### config.mk
export PLATFORM = sky130hd
export DESIGN_NAME = banco_reg_param_flat
export DESIGN_NICKNAME = d
export VERILOG_FILES = /design/src/rtl/banco_reg_param_if.sv /design/src/rtl/banco_reg_param.sv /design/src/flat_wrapper.sv
export SDC_FILE = /design/constraint.sdc
export NUM_CORES = 1
export LEC_CHECK = 0
export BUFFER_PORTS_ARGS = -buffer_cell sky130_fd_sc_hd__buf_2
export CAP_MARGIN = 20
export CORE_ASPECT_RATIO = 1.75
export CORE_MARGIN = 4
export CORE_UTILIZATION = 45
export DETAILED_ROUTE_END_ITERATION = 7
export SLEW_MARGIN = 5
export SYNTH_ARGS = -nofsm -noshare
export SYNTH_HDL_FRONTEND = slang
export SYNTH_SLANG_ARGS = --single-unit
export TNS_END_PERCENT = 10
### constraint.sdc
create_clock -name clk -period 6.4 [get_ports clk]
set_input_delay 0.64 -clock clk [delete_from_list [all_inputs] [get_ports clk]]
set_output_delay 0.64 -clock clk [all_outputs]
set_load 0.02 [all_outputs]
### src/rtl/banco_reg_param_if.sv
// Bus bundle for banco_reg_param: write port, two read addresses, registered read data and ready flag.
// The master side (decode/writeback) drives addresses and write data; the bank is the slave.
interface banco_reg_param_if #(
  parameter int WIDTH = 32,
  parameter int AW    = 5
);
  logic             WE;
  logic [AW-1:0]    DE;
  logic [WIDTH-1:0] Dato;
  logic [AW-1:0]    DL1;
  logic [AW-1:0]    DL2;
  logic [WIDTH-1:0] Q1;
  logic [WIDTH-1:0] Q2;
  logic             Listo;

  modport master (
    output WE, DE, Dato, DL1, DL2,
    input  Q1, Q2, Listo
  );

  modport slave (
    input  WE, DE, Dato, DL1, DL2,
    output Q1, Q2, Listo
  );
endinterface

### src/rtl/banco_reg_param.sv
// Clocked 2-read/1-write register bank with registered reads, optional write bypass and zero register.
// After reset every entry is swept to zero before Listo rises.
module banco_reg_param #(
  parameter int WIDTH    = 32,
  parameter int AW       = 5,
  parameter int ZERO_REG = 0,
  parameter int BYPASS   = 1
) (
  input  logic               clk,
  input  logic               rst,
  banco_reg_param_if.slave   bus
);
  localparam int DEPTH = 2 ** AW;

  typedef enum logic {
    LIMPIAR = 1'b0,
    OPERAR  = 1'b1
  } state_t;

  state_t           r_state, w_state_nxt;
  logic [AW-1:0]    r_cnt, w_cnt_nxt;
  logic [WIDTH-1:0] r_mem [DEPTH];
  logic [WIDTH-1:0] r_q1, r_q2;
  logic [WIDTH-1:0] w_q1_nxt, w_q2_nxt;
  logic             w_mem_we;
  logic [AW-1:0]    w_mem_addr;
  logic [WIDTH-1:0] w_mem_data;

  always_comb begin
    w_state_nxt = r_state;
    w_cnt_nxt   = r_cnt;
    w_mem_we    = 1'b0;
    w_mem_addr  = bus.DE;
    w_mem_data  = bus.Dato;
    w_q1_nxt    = '0;
    w_q2_nxt    = '0;
    case (r_state)
      LIMPIAR: begin
        // Sweep one entry per cycle; outputs stay at zero until the bank is ready.
        w_mem_we   = 1'b1;
        w_mem_addr = r_cnt;
        w_mem_data = '0;
        w_cnt_nxt  = r_cnt + AW'(1);
        if (r_cnt == '1) w_state_nxt = OPERAR;
      end
      OPERAR: begin
        w_mem_we = bus.WE && !((ZERO_REG != 0) && (bus.DE == '0));
        // Priority: zero register, then same-cycle write bypass, then stored value.
        w_q1_nxt = r_mem[bus.DL1];
        if ((BYPASS != 0) && bus.WE && (bus.DE == bus.DL1)) w_q1_nxt = bus.Dato;
        if ((ZERO_REG != 0) && (bus.DL1 == '0))             w_q1_nxt = '0;
        w_q2_nxt = r_mem[bus.DL2];
        if ((BYPASS != 0) && bus.WE && (bus.DE == bus.DL2)) w_q2_nxt = bus.Dato;
        if ((ZERO_REG != 0) && (bus.DL2 == '0))             w_q2_nxt = '0;
      end
      default: w_state_nxt = LIMPIAR;
    endcase
  end

  always_ff @(posedge clk) begin
    if (rst) begin
      r_state <= LIMPIAR;
      r_cnt   <= '0;
      r_q1    <= '0;
      r_q2    <= '0;
    end else begin
      r_state <= w_state_nxt;
      r_cnt   <= w_cnt_nxt;
      r_q1    <= w_q1_nxt;
      r_q2    <= w_q2_nxt;
    end
  end

  always_ff @(posedge clk) begin
    if (!rst && w_mem_we) r_mem[w_mem_addr] <= w_mem_data;
  end

  assign bus.Q1    = r_q1;
  assign bus.Q2    = r_q2;
  assign bus.Listo = (r_state == OPERAR);
endmodule
### src/flat_wrapper.sv
// flat-port wrapper written by rule: the top's interface ports become plain ports
module banco_reg_param_flat 
#(
  parameter int WIDTH    = 32,
  parameter int AW       = 5,
  parameter int ZERO_REG = 0,
  parameter int BYPASS   = 1
)
  (clk, rst, bus_WE, bus_DE, bus_Dato, bus_DL1, bus_DL2, bus_Q1, bus_Q2, bus_Listo);
  banco_reg_param_if #(.WIDTH(WIDTH), .AW(AW)) bus_i ();
  input  logic clk;
  input  logic rst;
  input wire logic [$bits(bus_i.WE)-1:0] bus_WE;
  input wire logic [$bits(bus_i.DE)-1:0] bus_DE;
  input wire logic [$bits(bus_i.Dato)-1:0] bus_Dato;
  input wire logic [$bits(bus_i.DL1)-1:0] bus_DL1;
  input wire logic [$bits(bus_i.DL2)-1:0] bus_DL2;
  output wire logic [$bits(bus_i.Q1)-1:0] bus_Q1;
  output wire logic [$bits(bus_i.Q2)-1:0] bus_Q2;
  output wire logic [$bits(bus_i.Listo)-1:0] bus_Listo;
  assign bus_i.WE = bus_WE;
  assign bus_i.DE = bus_DE;
  assign bus_i.Dato = bus_Dato;
  assign bus_i.DL1 = bus_DL1;
  assign bus_i.DL2 = bus_DL2;
  assign bus_Q1 = bus_i.Q1;
  assign bus_Q2 = bus_i.Q2;
  assign bus_Listo = bus_i.Listo;
  banco_reg_param #(.WIDTH(WIDTH), .AW(AW), .ZERO_REG(ZERO_REG), .BYPASS(BYPASS)) u_core (.clk(clk), .rst(rst), .bus(bus_i));
endmodule
======== After elaboration in Yosys (flattened, before gate mapping) ========
Memory sizes are Yosys's and may differ from the RTL's. A register that Yosys moved wholly into a read port is not among the register bits.
Cells that the tools add are included.
operators by class
  muxes and demuxes ....................... 7
  reductions and logical operators ........ 3
  bitwise operators ....................... 1
  add/subtract/negate cells ............... 1
  multipliers ............................. 0
  magnitude comparators ................... 0
  eq/ne operators ......................... 1
  div/mod/pow operators ................... 0
  shift operators ......................... 0
operators by type and width
  operator                                                        number
  32-bit 2-to-1 mux                                               1
  5-bit by 1-bit adder with 5-bit output (second input constant)  1
  5-bit equality test (second input constant)                     1
  5-bit 2-to-1 mux                                                1
  1-bit 2-to-1 mux                                                4
  1-bit case mux with 2 select lines                              1
  2-bit OR reduction                                              1
  1-bit logical AND                                               1
  1-bit zero test                                                 1
  1-bit NOT                                                       1
storage, ports and cells
  memories kept ........................... 1
  register bits ........................... 6
  output and inout bits ................... 65
  latch bits .............................. 0
  RAM bits ................................ 1024
  word-level logic and storage cells ...... 16
  input bits .............................. 50
  memory bits (read-only) ................. 0
memories
  memory        depth  bits a word  rd ports  clocked after memory_dff  wr ports  line                   text
  u_core.r_mem  32     32           2         2                         1         banco_reg_param.sv:22  logic [WIDTH-1:0] r_mem [DEPTH];

======== Logic depth before layout (Yosys ltp) ========
  depth after elaboration ................. 5
  mapped depth ............................ 10
  mapped depth without buffers ............ 5

======== Worst setup path before layout ========
No wires, ideal clock.
  path kind ............................... register to register
  start point ............................. register u_core.r_state (netlist: u_core.bus.Listo)
  end point ............................... memory u_core.r_mem[12][0] (enable)
  path slack .............................. 2.939 ns
  path buffers ............................ 2
  arrival time ............................ 3.040 ns
  data required time ...................... 5.979 ns
  clock period less this slack ............ 3.461 ns
  cell stages (with the launch flop) ...... 6
  library setup time ...................... 0.421 ns
  path through ............................ dfxtp_1 buf_6 clkbuf_1 mux2_2 or3_1 nor2_1
on the way
  longest elaborated chain between the ends .. 5
  elaborated cells between the ends (all ways) .. 6
  classes of those cells .................. mux: 4; bitwise: 1; reduce/logical: 1
ends and longest elaborated chain
  element                                 line                   text
  start, declared                         banco_reg_param.sv:20  state_t r_state, w_state_nxt;
  start signal, assigned                  banco_reg_param.sv:67  r_state <= w_state_nxt;
  1-bit NOT (no line)                     --
  1-bit case mux with 2 select lines      banco_reg_param.sv:37  case (r_state)
  1-bit logical AND                       banco_reg_param.sv:75  if (!rst && w_mem_we) r_mem[w_mem_addr] <= w_mem_data;
  1-bit 2-to-1 mux                        banco_reg_param.sv:75
  1-bit 2-to-1 mux (not written as such)  banco_reg_param.sv:75
  end, declared                           banco_reg_param.sv:22
Parallel ways exist; a longest one is shown, timed or not.

======== Worst setup path in the final report ========
  start point ............................. register u_core.r_state (netlist: u_core.bus.Listo)
  end point ............................... register u_core.r_q2[2] (netlist: u_core.bus.Q2[2]) (read register of u_core.r_mem)
on the way
  longest elaborated chain between the ends .. 2
ends and longest elaborated chain
  element                       line                   text
  1-bit NOT (no line)           --
  2-bit OR reduction (no line)  --
  end, declared                 banco_reg_param.sv:23  logic [WIDTH-1:0] r_q1, r_q2;
Every way passes these cells.
A chain may end at the register's enable or synchronous reset.

==> reports/results.txt <==
Status -> finished, final reports clean
Required @ worst endpoint -> 7.01 ns
Initial antenna violation count -> 7
Seq pwr share -> 0.508
Critical path buffer and inverter count -> 2
Comb power frac -> 0.080
Clock latency at the later pin of the worst-skew pair -> 0.74 ns
Die extent in y -> 454 µm
PD cells -> 267 nW/µm²
Final Hold Violating Endpoints -> 0
Port Buffer Count -> 114
Clock power frac -> 0.412
Fraction of layout instances using a drive strength above 1 -> 0.237
Number of rows in the core area -> 163
Clk sink count -> 1094
Post-synthesis cell type with the largest combined area -> sky130_fd_sc_hd__edfxtp_1
# IOs -> 115
Count of routing violations after the opening detailed-route iteration -> 4061
Maximum frequency from static timing analysis -> 242 MHz
Cell with the biggest individual delay on the critical path -> sky130_fd_sc_hd__nor4_2
Num CTS Buffers -> 99
Number of nets in the synthesized netlist -> 3094
Static leakage -> 0.0188 µW
Post-synthesis cell area -> 51100 µm²
Post-route design area -> 57300 µm²
Post-synth top area share -> 0.601
Placeable core area -> 113000 µm²
Launch point of the worst reg-to-reg path -> u_core.bus.Listo$_SDFF_PP0_
Crit path kind -> reg -> reg
Die X-Extent -> 263 µm
Detailed-route DRC error count -> 0
Worst slew pin tran -> 1.24 ns
Critical Path Start -> u_core.bus.Listo$_SDFF_PP0_
Critical path, cell by cell -> buf_4 -> mux2i_2 -> xnor2_1 -> nor4_2 -> nand2_2 -> buf_4 -> a21oi_1
Worst hold slack across all endpoints -> 0.170 ns
Count of flip-flops with a built-in enable after synthesis -> 1024
Detail-routed net length per standard cell -> 38.8 µm
Total Wirelength -> 182000 µm
Register area share after synthesis -> 0.629
Number of global-route vias before repair -> 33.9k
Count of yosys warnings during synthesis -> 0
Clock tree skew after final layout -> 0.0393 ns
Clock buffer depth -> 3
Switching component of the power -> 3610 µW
Post-synthesis to final-layout area growth -> 12.0%
Average instance area after synthesis -> 16.8 µm²
Antenna Nets Post-Route -> 0
Leading post-synthesis cells by cell area -> sky130_fd_sc_hd__edfxtp_1 60%, sky130_fd_sc_hd__mux4_2 13%, sky130_fd_sc_hd__mux2i_1 9.2%, sky130_fd_sc_hd__dfxtp_1 2.7%, sky130_fd_sc_hd__a221oi_1 2.5%
Cell chosen for the clock root -> sky130_fd_sc_hd__clkbuf_16
Largest net degree at the start of global routing -> 114
Placed cell area -> 53600 µm²
Worst Setup End Kind -> flop
Final setup violation count -> 0
Router iterations before antenna repair -> 6
Proportion of total power due to net switching -> 0.236
Critical Path Start Type -> flop
Die area -> 119000 µm²
Count of final max-slew check failures -> 0
Unrepaired setup endpoints after global routing -> no
Critical Path Most Common Cell -> sky130_fd_sc_hd__buf_4
Data arrival time of the worst path -> 4.74 ns
Async SR Flop Fraction -> 0
Max incr delay on CP -> 0.77 ns
Global-route wire length before repair -> 253000 µm
Initial Util -> 0.453
Fin nets -> 3169
Clock tree from TritonCTS -> done
Final period demand of the worst path -> 4.13 ns
Final TNS setup -> 0 ns
Start point of the worst hold path -> bus_Dato[21]
Number of buffers inserted for hold repair after clock tree synthesis -> 0
Total grt overflow -> 0
Yosys reg bits -> 1094
Total routing resource utilization after global routing -> 0.297
Detailed placer's ending HPWL -> 108000 µm
Synthesized instance count -> 3042
Worst IR Drop VDD -> 0.000231 V
Worst min-delay path class -> in -> reg
DR vias -> 33.1k
Delay-heaviest family, CP -> simple AND/OR/NAND/NOR gates
Worst-path clk slew -> 0.07 ns
Buffers inserted by post-CTS timing repair -> 0
Cell variety after synth -> 60
Core Util, Final -> 0.508
Number of maximum-capacitance constraint violations -> 0
Routability congestion estimate from global placement -> 0.897
Internal Pwr Total -> 11700 µW
Cell Count, Final, Fillers Out -> 4692
Ratio of final minimum period to clock period -> 0.645
Most used flip-flop cell after synthesis -> sky130_fd_sc_hd__edfxtp_1
CTS resizes -> 0
Max-Slew Margin vs Limit -> 0.176
Placed Cells -> 4486
Detail-routed via count per cell -> 7.05
Maximum fanout count along the critical path -> 35
Count of H-tree levels built during CTS -> 3
-- flip-flops by register name, summed over array words and instances, names as in the netlist --
signal,cells
u_core.r_mem,1024
u_core.bus.Q1,32
u_core.bus.Q2,32
u_core.r_cnt,5
u_core.bus.Listo,1
-- power groups by stage --
stage / clock (µW) / combinational (µW) / sequential, µW
5_1_grt: 6670 / 1260 / 7770
6_report: 6310 / 1230 / 7770
3_5_place_dp: 0 / 1210 / 7930
2_1_floorplan: 0 / 779 / 7920
4_1_cts: 6380 / 1220 / 7770
3_3_place_gp: 0 / 1210 / 7920
-- placed cells by master, fill, tap and decap left out, drive strengths merged, types with 11 or more instances in the layout --
cell type and instances:
a211oi 28, a21oi 80, a221o 85, a221oi 146, a22o 16, a22oi 30, a311oi 14, a31oi 20
a32o 12, and2 35, buf 229, bufinv 13, clkbuf 123, clkinv 36, clkinvlp 13, dfxtp 70
edfxtp 1024, inv 17, mux2i 475, mux4 287, nand2 73, nand2b 40, nand3 17, nor2 87
nor2b 11, nor3 16, o21ai 55, o22ai 22, o31ai 51
-- cell type report --
class	count	area [µm²]
Multi-Input combinational cell	1679	17900
Clock inverter	65	743
Fill cell	9076	55500
Inverter	14	53.8
Timing Repair Buffer	229	1890
Clock buffer	123	2660
Sequential cell	1094	32200
Antenna cell	3	7.51
Tap cell	1485	1860
-- Yosys cell counts, types with 21 or more instances --
library cell               count
sky130_fd_sc_hd__a21oi_1      70
sky130_fd_sc_hd__buf_6        21
sky130_fd_sc_hd__clkbuf_1    119
sky130_fd_sc_hd__nor2_1       87
sky130_fd_sc_hd__nand2b_1     40
sky130_fd_sc_hd__mux2i_1     471
sky130_fd_sc_hd__buf_1        22
sky130_fd_sc_hd__a211oi_1     27
sky130_fd_sc_hd__nand2_1      73
sky130_fd_sc_hd__o31ai_1      41
sky130_fd_sc_hd__o21ai_0      55
sky130_fd_sc_hd__a221o_1      85
sky130_fd_sc_hd__o22ai_1      22
sky130_fd_sc_hd__a22oi_1      30
sky130_fd_sc_hd__mux4_2      287
sky130_fd_sc_hd__edfxtp_1   1024
sky130_fd_sc_hd__a221oi_1    146
sky130_fd_sc_hd__buf_4        49
sky130_fd_sc_hd__buf_2        44
sky130_fd_sc_hd__dfxtp_1      70
sky130_fd_sc_hd__and2_1       35
-- stage by stage --
step / setup WS [ns] / power, µW
after floorplan: 2.94 / 8700
after global placement: 2.19 / 9130
after detailed placement: 2.21 / 9140
after CTS: 2.42 / 15400
after global routing: 2.25 / 15700
final: 2.27 / 15300
-- cell families after synthesis --
| family | synth area share |
|---|---|
| buffers and inverters | 0.0275 |
| adders and majority gates | 0.000489 |
| xor gates and xnor gates | 0.00223 |
| and+or+nand+nor | 0.0280 |
| AOI/OAI and AO/OA | 0.0929 |
| muxes | 0.220 |
| DFF | 0.629 |
-- per-layer routing --
| metal | GRT usage | vias up | wire, µm | part of all wire |
|---|---|---|---|---|
| li1 | - | 13000 | - | - |
| met1 | 0.343 | 17400 | 61500 | 0.34 |
| met2 | 0.511 | 2164 | 90700 | 0.50 |
| met3 | 0.0500 | 596 | 15700 | 0.086 |
| met4 | 0.201 | 0 | 14400 | 0.079 |
| met5 | 0 | - | 0 | 0 |
-- final timing paths --
path / end / slack (ns) / depth (start not counted)
worst min register to register: u_core.r_cnt[0]$_SDFFE_PP0N_ / 0.59 / 2
worst min-delay path: u_core.bus.Q1[21]$_SDFF_PP0_ / 0.17 / 2
worst max register to register: u_core.bus.Q2[2]$_SDFF_PP0_ / 2.27 / 7
worst max-delay path: u_core.bus.Q2[2]$_SDFF_PP0_ / 2.27 / 7
(Power assumes the default switching activity.)
